`config.mk`:
```
export PLATFORM = sky130hd
export DESIGN_NAME = uart_ctrl_tx_fifo
export DESIGN_NICKNAME = d
export VERILOG_FILES = /design/src/rtl/uart_ctrl_pkg.sv /design/src/rtl/uart_ctrl_fifo_mem.sv /design/src/rtl/uart_ctrl_tx_fifo.sv
export SDC_FILE = /design/constraint.sdc
export NUM_CORES = 1
export LEC_CHECK = 0
export BUFFER_PORTS_ARGS = -buffer_cell sky130_fd_sc_hd__buf_4
export CORE_ASPECT_RATIO = 1.4
export CORE_MARGIN = 4
export CORE_UTILIZATION = 60
export DETAILED_ROUTE_END_ITERATION = 10
export GPL_TIMING_DRIVEN = 0
export HOLD_SLACK_MARGIN = 0.12
export PLACE_DENSITY = 0.87
export SETUP_SLACK_MARGIN = 0.05
export SLEW_MARGIN = 10
export SYNTH_ARGS = -nofsm -noshare
export SYNTH_HDL_FRONTEND = slang
export SYNTH_SLANG_ARGS = --single-unit
```
`constraint.sdc`:
```
create_clock -name clock -period 3.2 [get_ports clock]
set_input_delay 0.96 -clock clock [delete_from_list [all_inputs] [get_ports clock]]
set_output_delay 0.96 -clock clock [all_outputs]
set_load 0.05 [all_outputs]
```
`src/rtl/uart_ctrl_pkg.sv`:
```
`default_nettype none
// ============================================================================
// Module      : uart_ctrl_pkg
// Description : Shared UART controller definitions. Holds the FIFO trigger
//               level encoding and its decode table, used by both the TX
//               and RX FIFOs.
// Contents    : trig_sel_e  - 2-bit trigger level select
//               trig_level  - decode of trig_sel_e to an entry count,
//                             clamped to the FIFO depth
// Revision    : 1.0 - initial release
// ============================================================================
package uart_ctrl_pkg;

  typedef enum logic [1:0] {
    TRIG_1  = 2'b00,
    TRIG_4  = 2'b01,
    TRIG_8  = 2'b10,
    TRIG_14 = 2'b11
  } trig_sel_e;

  // Small FIFOs cannot reach 8 or 14 entries, so clamp to DEPTH so that the
  // trigger still fires when the FIFO is full.
  function automatic int unsigned trig_level(input trig_sel_e sel,
                                             input int unsigned depth);
    int unsigned lvl;
    case (sel)
      TRIG_1:  lvl = 1;
      TRIG_4:  lvl = 4;
      TRIG_8:  lvl = 8;
      default: lvl = 14;
    endcase
    return (lvl > depth) ? depth : lvl;
  endfunction

endpackage
`default_nettype wire

```
`src/rtl/uart_ctrl_fifo_mem.sv`:
```
`default_nettype none
// ============================================================================
// Module      : uart_ctrl_fifo_mem
// Description : DEPTH x WIDTH register array with one synchronous write port
//               and one asynchronous read port. Contents are not reset.
// Ports       : clock      - write clock
//               wr_en_i    - write enable
//               wr_addr_i  - write address
//               wr_data_i  - write data
//               rd_addr_i  - read address
//               rd_data_o  - read data, combinational from rd_addr_i
// Revision    : 1.0 - initial release
// ============================================================================
module uart_ctrl_fifo_mem #(
  parameter int DEPTH = 16,
  parameter int WIDTH = 8
) (
  input  logic                     clock,
  input  logic                     wr_en_i,
  input  logic [$clog2(DEPTH)-1:0] wr_addr_i,
  input  logic [WIDTH-1:0]         wr_data_i,
  input  logic [$clog2(DEPTH)-1:0] rd_addr_i,
  output logic [WIDTH-1:0]         rd_data_o
);

  logic [WIDTH-1:0] mem_q [DEPTH];

  always_ff @(posedge clock) begin
    if (wr_en_i) begin
      mem_q[wr_addr_i] <= wr_data_i;
    end
  end

  assign rd_data_o = mem_q[rd_addr_i];

endmodule
`default_nettype wire

```
`src/rtl/uart_ctrl_tx_fifo.sv`:
```
`default_nettype none
// ============================================================================
// Module      : uart_ctrl_tx_fifo
// Description : UART transmit FIFO, first-word fall-through. Occupancy is
//               tracked by a registered level counter from which full/empty
//               are decoded. Registered trigger flag, sticky overrun and
//               underrun flags, synchronous flush.
// Ports       : clock     - single clock, rising edge
//               reset_n   - asynchronous active-low reset
//               push      - write request, wr_data sampled with it
//               wr_data   - write data
//               pop       - read request from the shift stage
//               fifo_clr  - synchronous flush, overrides push/pop
//               trig_sel  - trigger level select (1/4/8/14 entries)
//               rd_data   - head entry
//               full      - level == DEPTH
//               empty     - level == 0
//               level     - occupancy 0..DEPTH
//               trig      - registered, level >= selected trigger level
//               overrun   - sticky, push while full
//               underrun  - sticky, pop while empty
// Revision    : 1.0 - initial release
// ============================================================================
module uart_ctrl_tx_fifo #(
  parameter int DEPTH = 16,
  parameter int WIDTH = 8
) (
  input  logic                     clock,
  input  logic                     reset_n,
  input  logic                     push,
  input  logic [WIDTH-1:0]         wr_data,
  input  logic                     pop,
  input  logic                     fifo_clr,
  input  logic [1:0]               trig_sel,
  output logic [WIDTH-1:0]         rd_data,
  output logic                     full,
  output logic                     empty,
  output logic [$clog2(DEPTH):0]   level,
  output logic                     trig,
  output logic                     overrun,
  output logic                     underrun
);

  import uart_ctrl_pkg::*;

  localparam int PW = $clog2(DEPTH);
  localparam int LW = PW + 1;

  logic [PW-1:0] wr_ptr_q, wr_ptr_d;
  logic [PW-1:0] rd_ptr_q, rd_ptr_d;
  logic [LW-1:0] level_q, level_d;
  logic          trig_q, trig_d;
  logic          overrun_q, overrun_d;
  logic          underrun_q, underrun_d;

  logic          full_w;
  logic          empty_w;
  logic          do_push_w;
  logic          do_pop_w;
  logic          mem_we_w;
  logic [LW-1:0] trig_thresh_w;

  assign full_w  = (level_q == LW'(DEPTH));
  assign empty_w = (level_q == '0);

  // A pop at full frees the slot the push needs, so both proceed. A push at
  // empty makes the pop see nothing yet, so only the push proceeds.
  assign do_push_w = push && (!full_w || pop);
  assign do_pop_w  = pop && !empty_w;
  assign mem_we_w  = do_push_w && !fifo_clr;

  assign trig_thresh_w = LW'(trig_level(trig_sel_e'(trig_sel), DEPTH));

  always_comb begin
    wr_ptr_d   = wr_ptr_q;
    rd_ptr_d   = rd_ptr_q;
    level_d    = level_q;
    trig_d     = (level_q >= trig_thresh_w);
    overrun_d  = overrun_q;
    underrun_d = underrun_q;

    if (fifo_clr) begin
      wr_ptr_d   = '0;
      rd_ptr_d   = '0;
      level_d    = '0;
      trig_d     = 1'b0;
      overrun_d  = 1'b0;
      underrun_d = 1'b0;
    end else begin
      if (do_push_w) begin
        wr_ptr_d = wr_ptr_q + 1'b1;
      end
      if (do_pop_w) begin
        rd_ptr_d = rd_ptr_q + 1'b1;
      end
      level_d = level_q + LW'(do_push_w) - LW'(do_pop_w);
      if (push && full_w && !pop) begin
        overrun_d = 1'b1;
      end
      if (pop && empty_w && !push) begin
        underrun_d = 1'b1;
      end
    end
  end

  always_ff @(posedge clock or negedge reset_n) begin
    if (!reset_n) begin
      wr_ptr_q   <= '0;
      rd_ptr_q   <= '0;
      level_q    <= '0;
      trig_q     <= 1'b0;
      overrun_q  <= 1'b0;
      underrun_q <= 1'b0;
    end else begin
      wr_ptr_q   <= wr_ptr_d;
      rd_ptr_q   <= rd_ptr_d;
      level_q    <= level_d;
      trig_q     <= trig_d;
      overrun_q  <= overrun_d;
      underrun_q <= underrun_d;
    end
  end

  uart_ctrl_fifo_mem #(
    .DEPTH (DEPTH),
    .WIDTH (WIDTH)
  ) u_mem (
    .clock     (clock),
    .wr_en_i   (mem_we_w),
    .wr_addr_i (wr_ptr_q),
    .wr_data_i (wr_data),
    .rd_addr_i (rd_ptr_q),
    .rd_data_o (rd_data)
  );

  assign full     = full_w;
  assign empty    = empty_w;
  assign level    = level_q;
  assign trig     = trig_q;
  assign overrun  = overrun_q;
  assign underrun = underrun_q;

endmodule
`default_nettype wire

```
==> flow_metrics.py, run 1 <==
metrics = {
    "run_status": {
        "status": "finished, final reports clean",
    },
    "power": {
        "clockPowerShare": 0.318,
        "pwr-share-seq": 0.378,
        "combPwrFrac": 0.304,
        "ir_worst_vdd_mv": 0.711,
        "p_leak_nw": 2.52,
        "total_power_mw": 5.83,
        "power.density_mw_per_mm2": 815,
        "p_sw_mw": 1.81,
        "intPower_mw": 4.03,
        "switching_share": 0.310,
    },
    "route": {
        "drtPass1Iterations": 5,
        "drtIter0Drc": 446,
        "detail-route-antenna-nets": 0,
        "wl_per_cell_um": 24.5,
        "vias": 3284,
        "drc_errors": 0,
        "viasPerCell": 6.18,
        "drt-total-wl_um": 13000,
    },
    "synthesis": {
        "syn_inst": 329,
        "synth_top_area_cell": "edfxtp_1",
        "syn_nets": 360,
        "synth_edf_count": 128,
        "ys_types": 43,
        "syn_avg_cell_area_um2": 18.3,
        "netlist.area_leader.share": 0.637,
        "ys_seq_elements": 144,
        "yosys-top-cells-area": "edfxtp_1 64%, mux4_1 7.0%, dfrtp_1 6.6%, mux4_2 6.0%, ha_1 3.1%",
        "synth_warnings": 0,
        "synthArstFlopShare": 0.111,
        "syn_area_mm2": 0.00603,
        "ys_seq_area_frac": 0.704,
        "ys_dominant_reg_cell": "edfxtp_1",
    },
    "job": {
        "maxCapViolCount": 0,
    },
    "placement": {
        "dpl.cell_count": 495,
        "dp.final_hpwl_um": 8030,
        "routabilityCongestion": 0.760,
        "portBuffers": 31,
    },
    "clock_tree": {
        "clockBufferDepth": 2,
        "clock-sinks": 144,
        "clk_latency_ps": 410,
        "cts-root-buf": "clkbuf_16",
        "clk_pin_slew_ps": 60,
        "cts_tree": "done",
        "cts_made_buffers": 17,
        "htreeDepth": 4,
        "cts_hold_buf": 0,
    },
    "global_routing": {
        "grt-ovfl-total": 0,
        "antenna_found_initial": 0,
        "grt_pass1_vias": 3467,
        "grt_max_degree": 17,
        "grt.total_usage": 0.240,
        "grt_pass1_wl_um": 20000,
    },
    "sta": {
        "fin_crit_ps": 3140,
        "rsz0062_at_grt": "yes",
        "drv_slew": 0,
        "max_freq_mhz": 318,
        "relSlewSlack": 0.158,
        "clock_skew_ps": 10.5,
        "finalSetupViolCount": 0,
        "min_period_over_period": 0.983,
        "final-hold-violation-count": 0,
        "tightest_slew_ps": 1250,
    },
    "worst_hold_path": {
        "holdCritPathClass": "primary input to async pin",
    },
    "final_layout": {
        "final_cells": 531,
        "synthToLayoutAreaGrowth_pct": 18.7,
        "n_antenna_cell": 0,
        "drive_gt1_frac": 0.323,
        "final_common_cell": "edfxtp_1",
        "final_cell_mix": "128 x edfxtp_1, 29 x buf_4, 26 x mux4_2",
        "finalNetCount": 414,
    },
    "floorplan": {
        "die_x_um": 92.7,
        "io_pins": 33,
        "start_util": 0.613,
        "dieArea_mm2": 0.0117,
        "rows": 43,
        "core_mm2": 0.00985,
        "die_y_um": 127,
    },
    "setup_path": {
        "crit_required_ps": 2240,
        "worst_ep_arrival_time_ps": 2180,
        "critical_path_class": "flop to primary output",
        "rrSetupSlack_ps": 160,
        "cp-end-kind": "primary output",
        "startpoint_type": "flop",
        "cp_max_fo": 10,
    },
}
cell families (layout without fill, tap and decap cells):
kind of cell,count (synthesis),in the layout,share of synthesized area
flip-flops,144,144,0.704
AND/OR/NAND/NOR,70,70,0.0573
multiplexers,33,33,0.131
buffers and inverters,31,98,0.0309
AO/OA/AOI/OAI,28,28,0.0324
adder cells (fa/ha/maj),16,16,0.0344
XOR/XNOR,7,7,0.0102
power groups by stage:
stage          logic [mW]  registers, mW  clock network, mW
2_1_floorplan       0.997           2.34                  0
3_3_place_gp         1.48           2.22                  0
3_5_place_dp         1.52           2.23                  0
4_1_cts              1.59           2.20               1.86
5_1_grt              1.89           2.21               1.97
6_report             1.77           2.21               1.86
worst max-delay path, stage by stage (launching register included):
cell and delay [ps]:
dfrtp_1 370, buf_6 190, buf_12 160, mux4_2 510, a22oi_2 240, nand2_1 120, buf_6 170
area by class of cell:
class                           count  area, um2
Sequential cell                   144       4250
Fill cell                         572       2690
Multi-Input combinational cell    154       1680
Clock buffer                       18        429
Timing Repair Buffer               35        303
Tap cell                          135        169
Buffer                             15        150
Clock inverter                     14        124
Inverter                           16       60.1
cells in the mapped netlist, drive strengths merged (2+ instances only):
cell type      number
o21ai               2
a22oi              16
mux4               32
nor2               25
a21oi               4
clkdlybuf4s25       3
ha                 15
dfrtp              16
or3b                2
inv                16
nand2b              5
clkbuf              2
buf                10
xor2                5
nor3                7
nand3               5
xnor2               2
nand2              13
a21o                2
nor2b               5
edfxtp            128
layer usage:
metal	global-route usage	wire [um]	vias to the layer above
li1	-	-	1396
met1	0.306	4910	1684
met2	0.394	6920	190
met3	0.0641	931	14
met4	0.0984	272	0
met5	0	0	-
sequential cells by signal, indices dropped and copies added (netlist names):
signal	count
level	5
overrun	1
rd_ptr_q	4
trig	1
u_mem.mem_q	128
underrun	1
wr_ptr_q	4
final timing paths:
check,end,depth (start not counted),start
max in group asynchronous,level[2]$_DFF_PN0_,1,reset_n
min in group clock,overrun$_DFFE_PN0P_,2,overrun$_DFFE_PN0P_
setup reg to reg,level[4]$_DFF_PN0_,14,level[2]$_DFF_PN0_
setup / recovery,rd_data[1],6,rd_ptr_q[0]$_DFFE_PN0P_
hold reg to reg,overrun$_DFFE_PN0P_,2,overrun$_DFFE_PN0P_
hold / removal,overrun$_DFFE_PN0P_,1,reset_n
through the flow:
step	TNS (ps)	instance area, um2	setup WS, ps	utilization	hold slack (ps)
floorplan	0	6030	213	-	546
global placement	0	6430	126	0.653	485
detailed placement	0	6430	6.48	0.653	495
CTS	0	7030	13.4	0.714	396
global route	-18.1	7160	-18.1	0.727	396
finish	0	7160	55.9	0.727	400
what timing repair did:
item	4_1_cts	5_1_grt
cloned	0	1
gates resized for setup	17	29
endpoints found under the setup margin	9	9
pin swaps	5	11
buffers inserted	1	2
Note: power is estimated with default switching activity, not from simulation.
==> inputs of run 2 (changes only) <==
--- a/config.mk
+++ b/config.mk
@@ -5,10 +5,11 @@
 export SDC_FILE = /design/constraint.sdc
 export NUM_CORES = 1
 export LEC_CHECK = 0
+export ABC_AREA = 1
 export BUFFER_PORTS_ARGS = -buffer_cell sky130_fd_sc_hd__buf_4
 export CORE_ASPECT_RATIO = 1.4
 export CORE_MARGIN = 4
-export CORE_UTILIZATION = 60
+export CORE_UTILIZATION = 61
 export DETAILED_ROUTE_END_ITERATION = 10
 export GPL_TIMING_DRIVEN = 0
 export HOLD_SLACK_MARGIN = 0.12
==> run 2 against run 1 <==
  * Critical path depth rose by 2
  * Sequential share of layout area decreased by 3.7 points
  * Worst setup slack gained 52 ps
  * Register-to-register slack improved by 470 ps
  * Die area up 7.8%
  * Cell area grew 6.6%
  * Clock skew shrank 2.7 ps
  * First-iteration DRC count grew 27%
  * Cell count grew 65%
  * Power up 2.4%
  * Largest power group unchanged
==> flow_metrics.py, run 2 <==
metrics = {
    "floorplan": {
        "io_pins": 33,
        "die_x_um": 96.2,
        "core_mm2": 0.0105,
        "die_y_um": 132,
        "start_util": 0.632,
        "dieArea_mm2": 0.0127,
        "rows": 44,
    },
    "synthesis": {
        "yosysMostFrequentCell": "nand2_1",
        "ys_seq_area_frac": 0.639,
        "synthArstFlopShare": 0.111,
        "netlist.area_leader.share": 0.578,
        "synth_warnings": 0,
        "synth_common_cells": "197 x nand2_1, 128 x edfxtp_1, 110 x nand3_1, 80 x inv_1, 46 x inv_2",
        "syn_area_mm2": 0.00665,
        "ys_types": 22,
        "synth_top_area_cell": "edfxtp_1",
        "syn_inst": 678,
        "yosys-top-cells-area": "edfxtp_1 58%, nand2_1 11%, nand3_1 8.3%, dfrtp_1 6.0%, inv_1 4.5%",
        "syn_nets": 709,
        "synth_edf_count": 128,
        "ys_seq_elements": 144,
        "syn_avg_cell_area_um2": 9.80,
        "ys_dominant_reg_cell": "edfxtp_1",
    },
    "route": {
        "viasPerCell": 5.64,
        "drt-total-wl_um": 16000,
        "vias": 4951,
        "detail-route-antenna-nets": 0,
        "drtPass1Iterations": 6,
        "drc_errors": 0,
        "drtIter0Drc": 567,
        "wl_per_cell_um": 18.2,
    },
    "sta": {
        "finalSetupViolCount": 0,
        "clock_skew_ps": 7.74,
        "drv_slew": 0,
        "max_freq_mhz": 323,
        "relSlewSlack": 0.390,
        "min_period_over_period": 0.966,
        "final.setup.tns_ps": 0,
        "fin_crit_ps": 3090,
        "rsz0062_at_grt": "no",
        "tightest_slew_ps": 912,
        "final-hold-violation-count": 0,
    },
    "final_layout": {
        "finalNetCount": 759,
        "ff_latch_area_mm2": 0.00424,
        "final_cells": 878,
        "largest-register": "u_mem.mem_q",
        "multi_input_area_mm2": 0.00177,
        "fin_util": 0.726,
        "final_cell_mix": "197 x nand2_1, 128 x edfxtp_1, 110 x nand3_1",
        "nFillCells": 676,
        "final_common_cell": "nand2_1",
        "largest_register_ffs": 128,
        "drive_gt1_frac": 0.186,
        "n_antenna_cell": 0,
        "synthToLayoutAreaGrowth_pct": 14.9,
    },
    "setup_path": {
        "cp-end-kind": "primary output",
        "worst_ep_arrival_time_ps": 2130,
        "startpoint_type": "flop",
        "cp_max_fo": 10,
        "critical_path_class": "flop to primary output",
        "crit_required_ps": 2240,
    },
    "global_routing": {
        "grt_pass1_wl_um": 25000,
        "grt_max_degree": 17,
        "grt.total_usage": 0.268,
        "grt_pass1_vias": 5037,
        "grt-ovfl-total": 0,
        "antenna_found_initial": 0,
    },
    "clock_tree": {
        "cts.repair.resized": 0,
        "htreeDepth": 4,
        "cts_hold_buf": 0,
        "cts-root-buf": "clkbuf_16",
        "post_cts_buffers": 0,
        "clock-sinks": 144,
        "clk_latency_ps": 420,
        "cts_made_buffers": 17,
        "clk_pin_slew_ps": 60,
        "clockBufferDepth": 2,
        "cts_tree": "done",
    },
    "power": {
        "p_leak_nw": 3.42,
        "power.density_mw_per_mm2": 783,
        "ir_worst_vdd_mv": 0.739,
        "total_power_mw": 5.98,
    },
    "run_status": {
        "status": "finished, final reports clean",
    },
    "placement": {
        "portBuffers": 31,
        "dp.final_hpwl_um": 10700,
        "routabilityCongestion": 0.901,
        "dpl.cell_count": 847,
    },
    "job": {
        "maxCapViolCount": 0,
    },
    "worst_hold_path": {
        "holdCritPathClass": "primary input to async pin",
    },
}
==> run 2: cell types whose count changed after synthesis, sizes merged, moves of 5 or more <==
| cell | change |
|---|---|
| a22oi | -16 |
| buf | +14 |
| inv | +110 |
| mux4 | -32 |
| nand2 | +189 |
| nand2b | -5 |
| nand3 | +105 |
| nor2 | +10 |
| nor2b | -5 |
| nor3 | -7 |
==> run 2: stage by stage <==
stage,hold slack [ps],cell area [um2],worst slack (ps)
floorplan,521,6650,622
global placement,489,7050,370
detailed placement,532,7050,318
CTS,395,7630,104
global route,393,7630,51.4
finish,394,7630,108
==> run 2: area by class of cell <==
cell class	instances	share of cell area
clock inverters	13	0.0192
well taps	138	0.0226
repair buffers	31	0.0305
flip-flops and latches	144	0.556
clock buffers	18	0.0562
inverters	129	0.0636
multi-input cells	378	0.231
plain buffers	27	0.0207
==> run 2: logic make-up after synthesis <==
| group | share of synthesized area |
|---|---|
| and+or+nand+nor | 0.223 |
| buffers and inverters | 0.0958 |
| DFF | 0.639 |
| adders and majority gates | 0.0313 |
| AOI/OAI and AO/OA | 0.00527 |
| xor gates and xnor gates | 0.00659 |
==> run 2: critical path: stages (launching register included) <==
cell and delay (ps):
dfrtp_1 380, buf_2 180, inv_2 130, buf_2 280, nand3_1 120, nand3_1 110, nand3_1 160, nand2_1 140
buf_4 200
==> run 2: per-layer routing <==
| metal | global-route usage | vias to the layer above | wire (um) |
|---|---|---|---|
| met2 | 0.442 | 349 | 8230 |
| met1 | 0.318 | 2255 | 5530 |
| li1 | - | 2268 | - |
| met3 | 0.0646 | 79 | 1540 |
| met5 | 0 | - | 0 |
| met4 | 0.141 | 0 | 717 |
==> run 2: power breakdown <==
part | leakage (nW) | switching [mW] | internal (mW)
sequential | 1.37 | 0.0690 | 2.12
combinational | 1.77 | 1.30 | 0.563
clock | 0.280 | 0.722 | 1.21
total | 3.42 | 2.09 | 3.89
==> run 2: path summary, 6_finish.rpt <==
path	startpoint	end	slack (ps)	cells after the start
max	rd_ptr_q[1]$_DFFE_PN0P_	rd_data[4]	110	8
min	reset_n	level[2]$_DFF_PN0_	390	1
max reg2reg	level[2]$_DFF_PN0_	level[4]$_DFF_PN0_	630	17
min reg2reg	underrun$_DFFE_PN0P_	underrun$_DFFE_PN0P_	540	2
max in group asynchronous	reset_n	wr_ptr_q[1]$_DFFE_PN0P_	2620	1
min in group clock	underrun$_DFFE_PN0P_	underrun$_DFFE_PN0P_	540	2
==> inputs of run 3 (changes only) <==
--- a/config.mk
+++ b/config.mk
@@ -18,4 +18,5 @@
 export SLEW_MARGIN = 10
 export SYNTH_ARGS = -nofsm -noshare
 export SYNTH_HDL_FRONTEND = slang
+export SYNTH_HIERARCHICAL = 1
 export SYNTH_SLANG_ARGS = --single-unit
==> run 3 against run 2 <==
  * Highest routed layer unchanged
  * Die area up 0.68%
  * Fmax up 0.94%
  * Power up 2.6%
  * Synthesized cell count up 0.15%
==> flow_metrics.py, run 3 <==
metrics = {
    "run_status": {
        "status": "finished, final reports clean",
    },
    "clock_tree": {
        "clk_latency_ps": 410,
        "clk_pin_slew_ps": 60,
        "htreeDepth": 4,
        "clockBufferDepth": 2,
        "clock-sinks": 144,
        "cts_made_buffers": 17,
        "cts_hold_buf": 0,
        "cts_tree": "done",
        "cts-root-buf": "clkbuf_16",
        "post_cts_buffers": 0,
    },
    "power": {
        "power.density_mw_per_mm2": 793,
        "clockPowerShare": 0.339,
        "ir_worst_vdd_mv": 0.619,
        "intPower_mw": 4.06,
        "switching_share": 0.338,
        "pwr-share-seq": 0.359,
        "combPwrFrac": 0.302,
        "p_leak_nw": 3.49,
        "p_sw_mw": 2.07,
        "total_power_mw": 6.13,
    },
    "sta": {
        "clock_skew_ps": 9.10,
        "tightest_slew_ps": 972,
        "fin_crit_ps": 3060,
        "rsz0062_at_grt": "no",
        "final-hold-violation-count": 0,
        "worst_hold_slack_ps": 401,
        "drv_slew": 0,
        "relSlewSlack": 0.350,
        "min_period_over_period": 0.957,
        "final.setup.tns_ps": 0,
        "finalSetupViolCount": 0,
        "finalWorstSetupSlack_ps": 137,
        "max_freq_mhz": 326,
    },
    "synthesis": {
        "ys_types": 21,
        "synth_edf_count": 128,
        "syn_area_mm2": 0.00670,
        "syn_avg_cell_area_um2": 9.86,
        "synth-xor-area-share": 0.00523,
        "ys_seq_elements": 144,
        "synth_top_family_by_area": "simple AND/OR/NAND/NOR gates",
        "synth_common_cells": "196 x nand2_1, 128 x edfxtp_1, 122 x inv_1, 114 x nand3_1, 33 x nor2_1",
        "synth_simple_gate_area_frac": 0.234,
        "synthArstFlopShare": 0.111,
        "synthAdderAreaFrac": 0.0254,
        "yosysMostFrequentCell": "nand2_1",
        "yosys-top-cells-area": "edfxtp_1 57%, nand2_1 11%, nand3_1 8.5%, inv_1 6.8%, dfrtp_1 6.0%",
        "syn_inst": 679,
        "ys_dominant_reg_cell": "edfxtp_1",
        "netlist.area_leader.share": 0.574,
        "synth_top_area_cell": "edfxtp_1",
        "syn_nets": 707,
        "synth-compound-area-share": 0.00449,
        "ys_seq_area_frac": 0.634,
        "synth_warnings": 6,
        "synth_mux_area_frac": 0,
    },
    "global_routing": {
        "grt.total_usage": 0.274,
        "grt_pass1_wl_um": 25600,
        "grt_max_degree": 17,
        "grt-ovfl-total": 0,
        "antenna_found_initial": 0,
        "grt_pass1_vias": 4874,
    },
    "final_layout": {
        "drive_gt1_frac": 0.125,
        "final_cells": 883,
        "final_cell_mix": "196 x nand2_1, 128 x edfxtp_1, 122 x inv_1",
        "final_common_cell": "nand2_1",
        "largest-register": "u_mem/mem_q",
        "fin_area_mm2": 0.00773,
        "synthToLayoutAreaGrowth_pct": 15.5,
        "nFillCells": 760,
        "n_antenna_cell": 0,
        "finalNetCount": 757,
        "fin_util": 0.715,
        "largest_register_ffs": 128,
    },
    "setup_path": {
        "critPathLaunch": "rd_ptr_q[0]$_DFFE_PN0P_",
        "critPathMostFrequentCell": "nand2_1",
        "slowest_stage": "dfrtp_1",
        "reg2reg_from": "level[3]$_DFF_PN0_",
        "cp_max_fo": 10,
        "startpoint_type": "flop",
        "cp_slowest_stage_delay_ps": 490,
        "cp-end-kind": "primary output",
        "worst_ep_arrival_time_ps": 2100,
        "critical_path_class": "flop to primary output",
        "crit_required_ps": 2240,
        "path_cells": "inv_2, buf_2, nand2_1, nand2_1, nand2_1, nand3_1, nand3_1, nand2_1, buf_4",
    },
    "route": {
        "drtPass1Iterations": 6,
        "viasPerCell": 5.72,
        "drc_errors": 0,
        "drt-total-wl_um": 16700,
        "wl_per_cell_um": 18.9,
        "detail-route-antenna-nets": 0,
        "drtIter0Drc": 587,
        "vias": 5048,
    },
    "worst_hold_path": {
        "holdCritPathClass": "primary input to async pin",
    },
    "floorplan": {
        "die_y_um": 132,
        "die_x_um": 96.5,
        "core_mm2": 0.0108,
        "rows": 45,
        "start_util": 0.619,
        "dieArea_mm2": 0.0127,
        "io_pins": 33,
    },
    "placement": {
        "routabilityCongestion": 0.978,
        "pre_cts_ws_ps": 184,
        "dpl.cell_count": 851,
        "portBuffers": 31,
        "place_area_mm2": 0.00710,
        "dp.final_hpwl_um": 11000,
    },
    "job": {
        "maxCapViolCount": 0,
    },
}
-- run 3: per-layer routing --
layer	GRT usage	vias up	part of all wire
li1	-	2287	-
met1	0.339	2386	0.37
met2	0.459	321	0.52
met3	0.0480	54	0.079
met4	0.129	0	0.039
met5	0	-	0
-- run 3: critical path, delay by kind of cell (launching register included) --
kind          cells  cell delay [ps]
buf+inv           3              660
flops             1              490
simple gates      6              540
-- run 3: kinds of logic after synthesis --
group | after synthesis
and+or+nand+nor | 360
buffers and inverters | 152
DFF | 144
xor gates and xnor gates | 4
AOI/OAI and AO/OA | 6
adders and majority gates | 13
-- run 3: power groups by stage --
stage / sequential, mW / combinational [mW] / clock (mW)
2_1_floorplan: 2.34 / 1.15 / 0
6_report: 2.20 / 1.85 / 2.08
5_1_grt: 2.21 / 1.99 / 2.18
3_5_place_dp: 2.23 / 1.80 / 0
3_3_place_gp: 2.23 / 1.74 / 0
4_1_cts: 2.20 / 1.82 / 2.10
-- run 3: final timing paths --
path                       slack, ps  cells past startpoint                    to
setup / recovery                 140                      9            rd_data[4]
hold / removal                   400                      1    level[0]$_DFF_PN0_
setup reg to reg                 580                     12    level[4]$_DFF_PN0_
hold reg to reg                  510                      2  underrun$_DFFE_PN0P_
max in group asynchronous       2610                      1    level[1]$_DFF_PN0_
min in group clock               510                      2  underrun$_DFFE_PN0P_
-- run 3: timing repair --
| action | in CTS | in global routing |
|---|---|---|
| resized for setup | 0 | 1 |
| setup endpoints to repair | 0 | 1 |
| endpoints found under the hold margin | 0 | 0 |
-- run 3: area by class of cell --
| type | count | area (um2) | area share |
|---|---|---|---|
| flip-flops and latches | 144 | 4240 | 0.549 |
| clock inverters | 12 | 190 | 0.0246 |
| repair buffers | 31 | 233 | 0.0301 |
| well taps | 141 | 176 | 0.0228 |
| clock buffers | 20 | 437 | 0.0565 |
| plain buffers | 26 | 181 | 0.0235 |
| inverters | 126 | 473 | 0.0612 |
| multi-input cells | 383 | 1800 | 0.233 |
